### config.mk
export PLATFORM = sky130hd
export DESIGN_NAME = pong_match_ctrl
export DESIGN_NICKNAME = d
export VERILOG_FILES = /design/src/rtl/pong_match_ctrl.sv
export SDC_FILE = /design/constraint.sdc
export NUM_CORES = 1
export LEC_CHECK = 0
export CAP_MARGIN = 10
export CELL_PAD_IN_SITES_DETAIL_PLACEMENT = 0
export CELL_PAD_IN_SITES_GLOBAL_PLACEMENT = 2
export CORE_MARGIN = 1
export CORE_UTILIZATION = 31
export CTS_CLUSTER_DIAMETER = 30
export DETAILED_ROUTE_END_ITERATION = 6
export PLACE_DENSITY = 0.75
export SLEW_MARGIN = 10
export SYNTH_ARGS = -nofsm -noshare
export SYNTH_HDL_FRONTEND = slang
export SYNTH_SLANG_ARGS = --single-unit
### constraint.sdc
create_clock -name i_Clk -period 2.1 [get_ports i_Clk]
set_input_delay 0.63 -clock i_Clk [delete_from_list [all_inputs] [get_ports i_Clk]]
set_output_delay 0.63 -clock i_Clk [all_outputs]
set_load 0.005 [all_outputs]
### src/rtl/pong_match_ctrl.sv
// Pong match sequencer: start/serve/play/point/over flow, score keeping and winner detection.
// Define PONG_UART_CMD_EN to qualify start by START_BYTE and enable the RESET_BYTE abort command.
module pong_match_ctrl #(
  parameter int unsigned SCORE_LIMIT  = 9,
  parameter int unsigned SERVE_FRAMES = 60,
  parameter logic [7:0]  START_BYTE   = 8'h53,
  parameter logic [7:0]  RESET_BYTE   = 8'h52
) (
  input  logic       i_Clk,
  input  logic       i_Rst_L,
  input  logic       i_RX_DV,
  input  logic [7:0] i_RX_Byte,
  input  logic       i_Frame_Tick,
  input  logic       i_P1_Miss,
  input  logic       i_P2_Miss,
  output logic       o_Game_Active,
  output logic       o_Ball_Reset,
  output logic [3:0] o_Score_P1,
  output logic [3:0] o_Score_P2,
  output logic [1:0] o_Winner,
  output logic [2:0] o_State
);

  // state | meaning
  // IDLE  | waiting for first start command, ball held
  // SERVE | ball held, counting down frame ticks
  // PLAY  | ball live, watching for misses
  // POINT | one cycle after a score, decide win or re-serve
  // OVER  | winner declared, scores frozen until next start
  typedef enum logic [2:0] {
    ST_IDLE  = 3'd0,
    ST_SERVE = 3'd1,
    ST_PLAY  = 3'd2,
    ST_POINT = 3'd3,
    ST_OVER  = 3'd4
  } state_t;

  localparam logic [3:0] LIMIT  = 4'(SCORE_LIMIT);
  localparam logic [7:0] FRAMES = 8'(SERVE_FRAMES);

  state_t     state_q, state_d;
  logic [7:0] cnt_q, cnt_d;
  logic [3:0] score_p1_q, score_p1_d;
  logic [3:0] score_p2_q, score_p2_d;
  logic [1:0] winner_q, winner_d;
  logic       game_active_q, ball_reset_q;
  logic       start_cmd, abort_cmd;

`ifdef PONG_UART_CMD_EN
  assign start_cmd = i_RX_DV && (i_RX_Byte == START_BYTE);
  assign abort_cmd = i_RX_DV && (i_RX_Byte == RESET_BYTE);
`else
  logic unused_cfg;
  assign unused_cfg = ^{START_BYTE, RESET_BYTE, i_RX_Byte};
  assign start_cmd  = i_RX_DV;
  assign abort_cmd  = 1'b0;
`endif

  always_comb begin
    state_d    = state_q;
    cnt_d      = cnt_q;
    score_p1_d = score_p1_q;
    score_p2_d = score_p2_q;
    winner_d   = winner_q;
    if (abort_cmd) begin
      state_d    = ST_IDLE;
      cnt_d      = '0;
      score_p1_d = '0;
      score_p2_d = '0;
      winner_d   = 2'b00;
    end else begin
      case (state_q)
        ST_IDLE, ST_OVER: begin
          if (start_cmd) begin
            state_d    = ST_SERVE;
            cnt_d      = FRAMES;
            score_p1_d = '0;
            score_p2_d = '0;
            winner_d   = 2'b00;
          end
        end
        ST_SERVE: begin
          if (cnt_q == '0) state_d = ST_PLAY;
          else if (i_Frame_Tick) cnt_d = cnt_q - 8'd1;
        end
        ST_PLAY: begin
          // simultaneous misses are a dead ball: replay without scoring
          if (i_P1_Miss && i_P2_Miss) begin
            state_d = ST_SERVE;
            cnt_d   = FRAMES;
          end else if (i_P2_Miss) begin
            state_d    = ST_POINT;
            score_p1_d = score_p1_q + 4'd1;
          end else if (i_P1_Miss) begin
            state_d    = ST_POINT;
            score_p2_d = score_p2_q + 4'd1;
          end
        end
        ST_POINT: begin
          // only the player who just scored can have reached the limit
          if (score_p1_q == LIMIT) begin
            state_d  = ST_OVER;
            winner_d = 2'b01;
          end else if (score_p2_q == LIMIT) begin
            state_d  = ST_OVER;
            winner_d = 2'b10;
          end else begin
            state_d = ST_SERVE;
            cnt_d   = FRAMES;
          end
        end
        default: state_d = ST_IDLE;
      endcase
    end
  end

  always_ff @(posedge i_Clk or negedge i_Rst_L) begin
    if (!i_Rst_L) begin
      state_q       <= ST_IDLE;
      cnt_q         <= '0;
      score_p1_q    <= '0;
      score_p2_q    <= '0;
      winner_q      <= 2'b00;
      game_active_q <= 1'b0;
      ball_reset_q  <= 1'b1;
    end else begin
      state_q       <= state_d;
      cnt_q         <= cnt_d;
      score_p1_q    <= score_p1_d;
      score_p2_q    <= score_p2_d;
      winner_q      <= winner_d;
      game_active_q <= (state_d == ST_PLAY);
      ball_reset_q  <= (state_d != ST_PLAY);
    end
  end

  assign o_Game_Active = game_active_q;
  assign o_Ball_Reset  = ball_reset_q;
  assign o_Score_P1    = score_p1_q;
  assign o_Score_P2    = score_p2_q;
  assign o_Winner      = winner_q;
  assign o_State       = state_q;

endmodule

# Yosys cells after proc, flatten, opt, wreduce, memory -nomap -nowiden
# Index checks and enable logic that the tools add are counted.
[totals]
regBits = 23
inputBits = 14
elab_cells = 67
[classes]
addsub = 3
n_eq_ne = 19
mux = 27
n_reduce_logical = 11
[ops]
columns = ["operator", "count"]
rows = [
  ["$mux 8", 6],
  ["$pmux 8 s4", 1],
  ["$mux 4", 6],
  ["$mux 3", 7],
  ["$ne 2x2->1 const B", 10],
  ["$pmux 4 s2", 2],
  ["$pmux 3 s4", 1],
  ["$eq 3x2->1 const B", 3],
  ["$add 4x1->4 const B", 2],
  ["$eq 4x4->1 const B", 2],
  ["$logic_not 8->1", 1],
  ["$sub 8x1->8 const B", 1],
  ["$reduce_and 7->1", 1],
  ["$mux 2", 3],
  ["$reduce_and 5->1", 1],
  ["$pmux 2 s2", 1],
  ["$reduce_and 4->1", 1],
  ["$reduce_bool 2->1", 2],
  ["$reduce_bool 4->1", 1],
  ["$eq 3x1->1 const B", 1],
  ["$eq 3x3->1 const B", 1],
  ["$logic_not 3->1", 1],
  ["$ne 3x2->1 const B", 1],
  ["$ne 3x3->1 const B", 1],
  ["other kinds (3)", 3],
]

# Longest topological paths before layout
# Gate-level depths: netlist (run 1).
[logic_depth]
ltp_word = 5
mapped_depth = 7
mapped_depth_nobuf = 7

# Worst setup path after synthesis (run 1)
# Ideal clock, no wire load.
[synth_timing]
path_type = "input port to flip-flop"
startpoint = "input i_P2_Miss"
endpoint = "register cnt_q[6]"
setup_ps = 126
arrival_ps = 1696
required_time_ps = 1974
setup_slack_ps = 278
path_stages = 5
path_buffers = 1
cell_sequence = "clkbuf_1 > a21oi_4 > a31oi_4 > nand2_2 > a221o_1"
[synth_between]
elab_chain_cells = 3
[synth_rtl]
columns = ["item", "line_no", "rtl"]
rows = [
  ["start, declared", "15", "input logic i_P2_Miss,"],
  ["$logic_and 1x1->1", "88", "if (i_P1_Miss && i_P2_Miss) begin"],
  ["$ne 2x2->1 (no source line)", "-", ""],
  ["$reduce_and 7->1 (no source line)", "-", ""],
  ["end signal, assigned", "128", "cnt_q <= cnt_d;"],
  ["end, declared", "42", "logic [7:0] cnt_q, cnt_d;"],
]
# Every way passes these cells.
# A chain may end at the register's enable or synchronous reset.

# Final worst setup path (run 1)
[layout_timing]
startpoint = "input i_RX_DV"
endpoint = "register cnt_q[6]"
[layout_between]
elab_chain_cells = 2
[layout_rtl]
columns = ["item", "line_no", "rtl"]
rows = [
  ["start, declared", "11", "input logic i_RX_DV,"],
  ["$ne 2x2->1 (no source line)", "-", ""],
  ["$reduce_and 7->1 (no source line)", "-", ""],
]
# Every way passes these cells.

==> results of run 1 <==
routing by layer:
layer | wire (um) | track usage
met5 | 0 | 0
met4 | 48 | 0.0625
met3 | 67 | 0.0250
met2 | 1360 | 0.235
met1 | 1560 | 0.223
cell families (layout without fill, tap and decap cells):
kind of cell | after synthesis | in the layout | share of synthesized area
XOR/XNOR | 4 | 4 | 0.0257
buffers and inverters | 9 | 46 | 0.0331
AND/OR/NAND/NOR | 52 | 52 | 0.220
multiplexers | 3 | 3 | 0.0257
adder cells (fa/ha/maj) | 6 | 6 | 0.0551
AO/OA/AOI/OAI | 35 | 35 | 0.217
flip-flops | 23 | 23 | 0.423
worst reg2reg max path, delay by kind of cell (launching register included):
| kind | cells | cell delay [ns] |
|---|---|---|
| adder cells (fa/ha/maj) | 1 | 0.20 |
| AO/OA/AOI/OAI | 3 | 0.90 |
| AND/OR/NAND/NOR | 2 | 0.24 |
| flip-flops | 1 | 0.39 |
per-stage QoR:
stage | std cells | total power (uW)
after floorplan | 132 | 1010
after CTS | 219 | 1520
after global routing | 219 | 1630
after detailed placement | 215 | 1220
final | 219 | 1500
after global placement | 215 | 1200
report_power, final:
part / total (uW) / leakage, uW / switching (uW) / internal, uW
Sequential: 625 / 0.000287 / 93.3 / 531
Clock: 286 / 0.0000228 / 150 / 136
Combinational: 590 / 0.000434 / 292 / 299
Total: 1500 / 0.000744 / 535 / 966
sequential cells by signal, indices dropped and copies added (netlist names):
signal	count
o_State	3
o_Ball_Reset	1
o_Game_Active	1
o_Score_P1	4
o_Winner	2
o_Score_P2	4
cnt_q	8
placed cells by master (no fill, tap or decap), types with 2 or more instances in the layout:
master	synthesis	routed
a21oi_1	6	6
a31oi_1	7	7
a41oi_1	2	2
buf_4	0	16
clkbuf_8	0	3
clkdlybuf4s50_1	0	20
dfrtp_1	22	22
ha_1	6	6
inv_1	5	5
mux2i_1	2	2
nand2_1	10	10
nand2b_1	4	4
nand3_1	5	5
nor2_1	13	13
nor3_1	3	3
nor4_1	2	2
o21ai_0	7	7
o22ai_1	2	2
xor2_1	3	3
worst max-delay path by stage:
stage	from	endpoint	slack [ns]	cells after the start
after floorplan	i_P2_Miss	cnt_q[6]$_DFFE_PN0P_	0.28	5
after global placement	i_RX_DV	cnt_q[6]$_DFFE_PN0P_	-0.15	5
after detailed placement	i_RX_DV	cnt_q[6]$_DFFE_PN0P_	-0.15	5
after CTS	o_State[1]$_DFF_PN0_	o_State[1]	0.11	1
after global routing	o_State[1]$_DFF_PN0_	o_State[1]	0.05	1
final	i_RX_DV	cnt_q[6]$_DFFE_PN0P_	0.12	5
cell type report:
cell class                      instances  area [sq um]
Multi-Input combinational cell        100           741
Clock buffer                            4          45.0
Inverter                                6          25.0
Fill cell                             412          2340
Tap cell                               50          62.6
Timing Repair Buffer                   36           320
Sequential cell                        23           577
==> flow_summary_export.csv, run 1 <==
group,metric,value,unit
worst_setup_path,crit_buf_inv,1,
timing,fmax,505,MHz
global_routing,grtUsageTotal,0.157,
yosys,synth_top_area_share,0.404,
clock_network,cts-htree-levels,1,
worst_setup_path,path_class,"in -> reg",
hold_path,min_path_cells,2,
detailed_routing,route.detailed.drc,0,
finish,layout-drive-gt1-share,0.213,
finish,nets,190,
yosys,synth_common_cells,"dfrtp_1 (22), nor2_1 (13), nand2_1 (10)",
detailed_routing,routed_wl,3030,um
yosys,yosysMostFrequentCell,"dfrtp_1",
global_routing,grt_pass1_vias,1123,
worst_setup_path,cp.arrival,2.14,ns
detailed_routing,num_vias,1121,
yosys,syn-cell-area,1360,sq um
worst_setup_path,critPathLaunchType,"input pin",
timing,fin_tns_setup,0,ns
yosys,synth-warning-count,0,
timing,relSlewSlack,0.702,
yosys,synth_flop_cell,"dfrtp_1",
detailed_routing,drt_iter0_markers,67,
yosys,synth-seq-cells,23,
finish,finish.instance_area,1770,sq um
timing,setup_viol,0,
global_routing,grt_overflow,0,
clock_network,clock_latency,0.27,ns
timing,fin_ws,0.121,ns
worst_setup_path,cp_top_family,"compound AO/OA/AOI/OAI gates",
hold_path,min_to,"o_Winner[0]$_DFFE_PN0P_",
global_routing,grt_first_pass_wirelength,5460,um
timing,finalCritPeriodShare,0.942,
clock_network,hold_buffers,0,
timing,slew_viol_final,0,
floorplan,initial_core_util,0.331,
finish,antenna_cells,0,
clock_network,ctsResizeCount,0,
yosys,synth-edff-count,0,
timing,holdWs,0.526,ns
timing,rsz0062_at_grt,"no",
worst_setup_path,ff2ff_setup_slack,0.25,ns
clock_network,cts_sinks,23,
yosys,synth_largest_area_cell,"dfrtp_1",
clock_network,cts_tree,"yes",
placed_design,hpwl,2270,um
placed_design,port_buffers,20,
placed_design,pre_cts_ws,-0.154,ns
clock_network,numCtsBuffers,3,
worst_setup_path,critPathMaxStageDelay,0.41,ns
global_routing,antenna_found_initial,0,
floorplan,num_rows,23,
timing,layout_min_cycle_time,1.98,ns
placed_design,routabilityCongestion,0.773,
timing,fin_skew,0.00187,ns
detailed_routing,avgRoutedWirePerCell,13.8,um
clock_network,clk_pin_slew,0.08,ns
clock_network,cts_root_buf,"clkbuf_8",
global_routing,grt_max_degree,24,
worst_setup_path,cp.required,2.26,ns
yosys,synthArstFlopShare,1.00,
worst_setup_path,cpMaxStageDelayCell,"clkdlybuf4s50_1",
detailed_routing,via_per_inst,5.12,
worst_setup_path,reg2reg_from,"o_Score_P1[0]$_DFFE_PN0P_",
floorplan,fp.dieH,68.3,um
power,ir_drop,310,uV
detailed_routing,first_pass_iters,4,
worst_setup_path,path_max_fanout,7,
yosys,synth_nets,152,
yosys,avgSynthCellArea,10.3,sq um
clock_network,postCtsSetupRepairBufs,0,
placed_design,dpl_cell_area,1730,sq um
power,p_per_area,848,nW/um^2
yosys,postSynthCellCount,132,
hold_path,min_from,"o_Winner[0]$_DFFE_PN0P_",
timing,finalHoldViolations,0,
yosys,yosysUniqueCellTypes,49,
run,cap_violations,0,
finish,syn2layout_area_growth,29.9,%
worst_setup_path,timing.rr.end,"cnt_q[6]$_DFFE_PN0P_",
hold_path,hold_class,"reg -> reg",
worst_setup_path,reg2reg_depth,6,
floorplan,die_w,68.3,um
yosys,ys_top_cells_by_area,"dfrtp_1 (40%), ha_1 (5.5%), nor2_1 (3.6%)",
yosys,ys_seq_area_frac,0.423,
status,outcome,"finished, final reports clean",
clock_network,clockBufferDepth,2,
timing,worstMarginPinSlew,0.443,ns
worst_setup_path,cp-end-kind,"flop",
floorplan,design.core.area,4120,sq um
power,leakage,0.000744,uW
worst_setup_path,worstPathCellList,"clkdlybuf4s50_1 > nor2b_1 > o21ba_4 > a221o_4 > a221o_1",
detailed_routing,antenna_left,0,
floorplan,fp.dieArea,4660,sq um
floorplan,ioPinCount,29,
finish,utilization,0.430,
Power figures use the tool's default switching activity.
==> inputs of run 2 (changes only) <==
CTS_CLUSTER_DIAMETER = not set   (was 30)
SETUP_SLACK_MARGIN = 0.3   (was not set)
SLEW_MARGIN = not set   (was 10)
==> flow_summary_export.csv, run 2 (synthesis gave the netlist of run 1 again) <==
group,metric,value,unit
finish,top_register,"cnt_q",
timing,relSlewSlack,0.716,
worst_setup_path,reg2reg_depth,6,
clock_network,clockBufferDepth,2,
finish,layout-drive-gt1-share,0.328,
clock_network,cts-htree-levels,1,
worst_setup_path,cp_top_family,"compound AO/OA/AOI/OAI gates",
worst_setup_path,crit_buf_inv,1,
finish,final_common_cell,"buf_4",
worst_setup_path,worstPathCellList,"buf_4 > nor2b_2 > o21ba_4 > a221o_4 > nand2_2 > a221o_1",
worst_setup_path,ff2ff_setup_slack,0.29,ns
worst_setup_path,timing.rr.end,"cnt_q[6]$_DFFE_PN0P_",
floorplan,die_w,68.3,um
clock_network,clock_latency,0.26,ns
clock_network,cts_tree,"yes",
placed_design,hpwl,2300,um
worst_setup_path,cp.arrival,1.96,ns
detailed_routing,num_vias,1168,
timing,rsz0062_at_grt,"yes",
finish,antenna_cells,0,
worst_setup_path,critPathLaunchType,"flop",
clock_network,numCtsBuffers,3,
placed_design,pre_cts_ws,-0.183,ns
hold_path,min_path_cells,1,
worst_setup_path,reg2reg_from,"o_State[2]$_DFF_PN0_",
worst_setup_path,cp-end-kind,"flop",
finish,utilization,0.466,
detailed_routing,avgRoutedWirePerCell,14.1,um
placed_design,port_buffers,20,
clock_network,cts_root_buf,"clkbuf_8",
status,outcome,"finished, final reports clean",
detailed_routing,drt_iter0_markers,57,
worst_setup_path,path_class,"reg -> reg",
detailed_routing,route.detailed.drc,0,
global_routing,grt_overflow,0,
floorplan,fp.dieArea,4660,sq um
timing,finalCritPeriodShare,0.861,
timing,finalHoldViolations,0,
timing,fin_ws,0.291,ns
floorplan,ioPinCount,29,
detailed_routing,routed_wl,3290,um
power,ir_drop,351,uV
floorplan,fp.dieH,68.3,um
floorplan,num_rows,23,
timing,setup_viol,0,
hold_path,min_to,"o_Winner[1]$_DFFE_PN0P_",
floorplan,design.core.area,4120,sq um
hold_path,min_from,"o_Winner[1]$_DFFE_PN0P_",
timing,fmax,553,MHz
worst_setup_path,critPathMaxStageDelay,0.40,ns
finish,largest_register_ffs,8,
worst_setup_path,path_max_fanout,7,
detailed_routing,first_pass_iters,4,
clock_network,hold_buffers,0,
finish,syn2layout_area_growth,40.7,%
worst_setup_path,cp.required,2.25,ns
detailed_routing,via_per_inst,5.01,
timing,layout_min_cycle_time,1.81,ns
floorplan,initial_core_util,0.331,
power,leakage,0.000944,uW
clock_network,clk_pin_slew,0.08,ns
global_routing,grt_pass1_vias,1213,
run,cap_violations,0,
power,p_per_area,803,nW/um^2
finish,nets,204,
hold_path,hold_class,"reg -> reg",
global_routing,grtUsageTotal,0.164,
global_routing,grt_max_degree,24,
global_routing,grt_first_pass_wirelength,5610,um
placed_design,routabilityCongestion,0.740,
finish,final_cell_mix,"buf_4 (30), dfrtp_1 (20), nor2_1 (13)",
timing,fin_skew,0.00308,ns
clock_network,cts_sinks,23,
global_routing,antenna_found_initial,0,
timing,slew_viol_final,0,
detailed_routing,antenna_left,0,
timing,worstMarginPinSlew,0.422,ns
worst_setup_path,cpMaxStageDelayCell,"dfrtp_1",
[run 2: cell types whose count changed in the layout (fill, tap and decap cells not counted), sizes merged]
cell / change
dlymetal6s2s: +6
buf: +14
clkdlybuf4s50: -15
dlygate4sd2: +9
[run 2: repair_timing]
item | in CTS | in global routing
endpoints found under the setup margin | 22 | 18
pin swaps | 1 | 7
buffers inserted | 11 | 2
gates resized for setup | 14 | 15
gates cloned | 0 | 0
[run 2: worst reg2reg max path: cells and delay by family, from the launching register on]
family / cells / cell delay, ns
DFF: 1 / 0.40
buffers and inverters: 1 / 0.16
and+or+nand+nor: 2 / 0.36
AOI/OAI and AO/OA: 3 / 0.77
[run 2: layer usage]
layer / part of all wire / up-vias / track usage
li1: - / 590 / -
met1: 0.46 / 551 / 0.201
met2: 0.49 / 23 / 0.278
met3: 0.032 / 4 / 0.0250
met4: 0.013 / 0 / 0.0729
met5: 0 / - / 0
[run 2: metrics by stage]
step                      total power [uW]  cell area (sq um)  hold slack (ns)  cells  TNS (ns)
after global routing                  1670               1920            0.591    233         0
after floorplan                       1010               1360            0.334    132         0
final                                 1540               1920            0.555    233         0
after CTS                             1530               1860            0.536    231         0
after detailed placement              1220               1730            0.524    216    -0.800
after global placement                1200               1730            0.512    216    -0.718
[run 2: final cells by class]
class                           instances  area, sq um
Inverter                                6         25.0
Sequential cell                        23          579
Clock buffer                            4         45.0
Timing Repair Buffer                   50          429
Multi-Input combinational cell        100          776
Fill cell                             399         2200
Tap cell                               50         62.6
[run 2: worst max-delay path by stage]
| stage | startpoint | end | slack (ns) | depth (start not counted) |
|---|---|---|---|---|
| floorplan | i_RX_DV | cnt_q[6]$_DFFE_PN0P_ | 0.33 | 4 |
| global placement | i_RX_DV | cnt_q[6]$_DFFE_PN0P_ | -0.15 | 5 |
| detailed placement | i_RX_DV | cnt_q[6]$_DFFE_PN0P_ | -0.18 | 5 |
| CTS | o_Score_P1[1]$_DFFE_PN0P_ | cnt_q[6]$_DFFE_PN0P_ | 0.28 | 6 |
| global route | o_State[1]$_DFF_PN0_ | cnt_q[6]$_DFFE_PN0P_ | 0.23 | 6 |
| finish | o_State[2]$_DFF_PN0_ | cnt_q[6]$_DFFE_PN0P_ | 0.29 | 6 |
[run 2: report_power, final]
| part | switching [uW] | internal, uW | total [uW] |
|---|---|---|---|
| Combinational | 301 | 322 | 623 |
| Clock | 145 | 135 | 281 |
| Sequential | 102 | 533 | 635 |
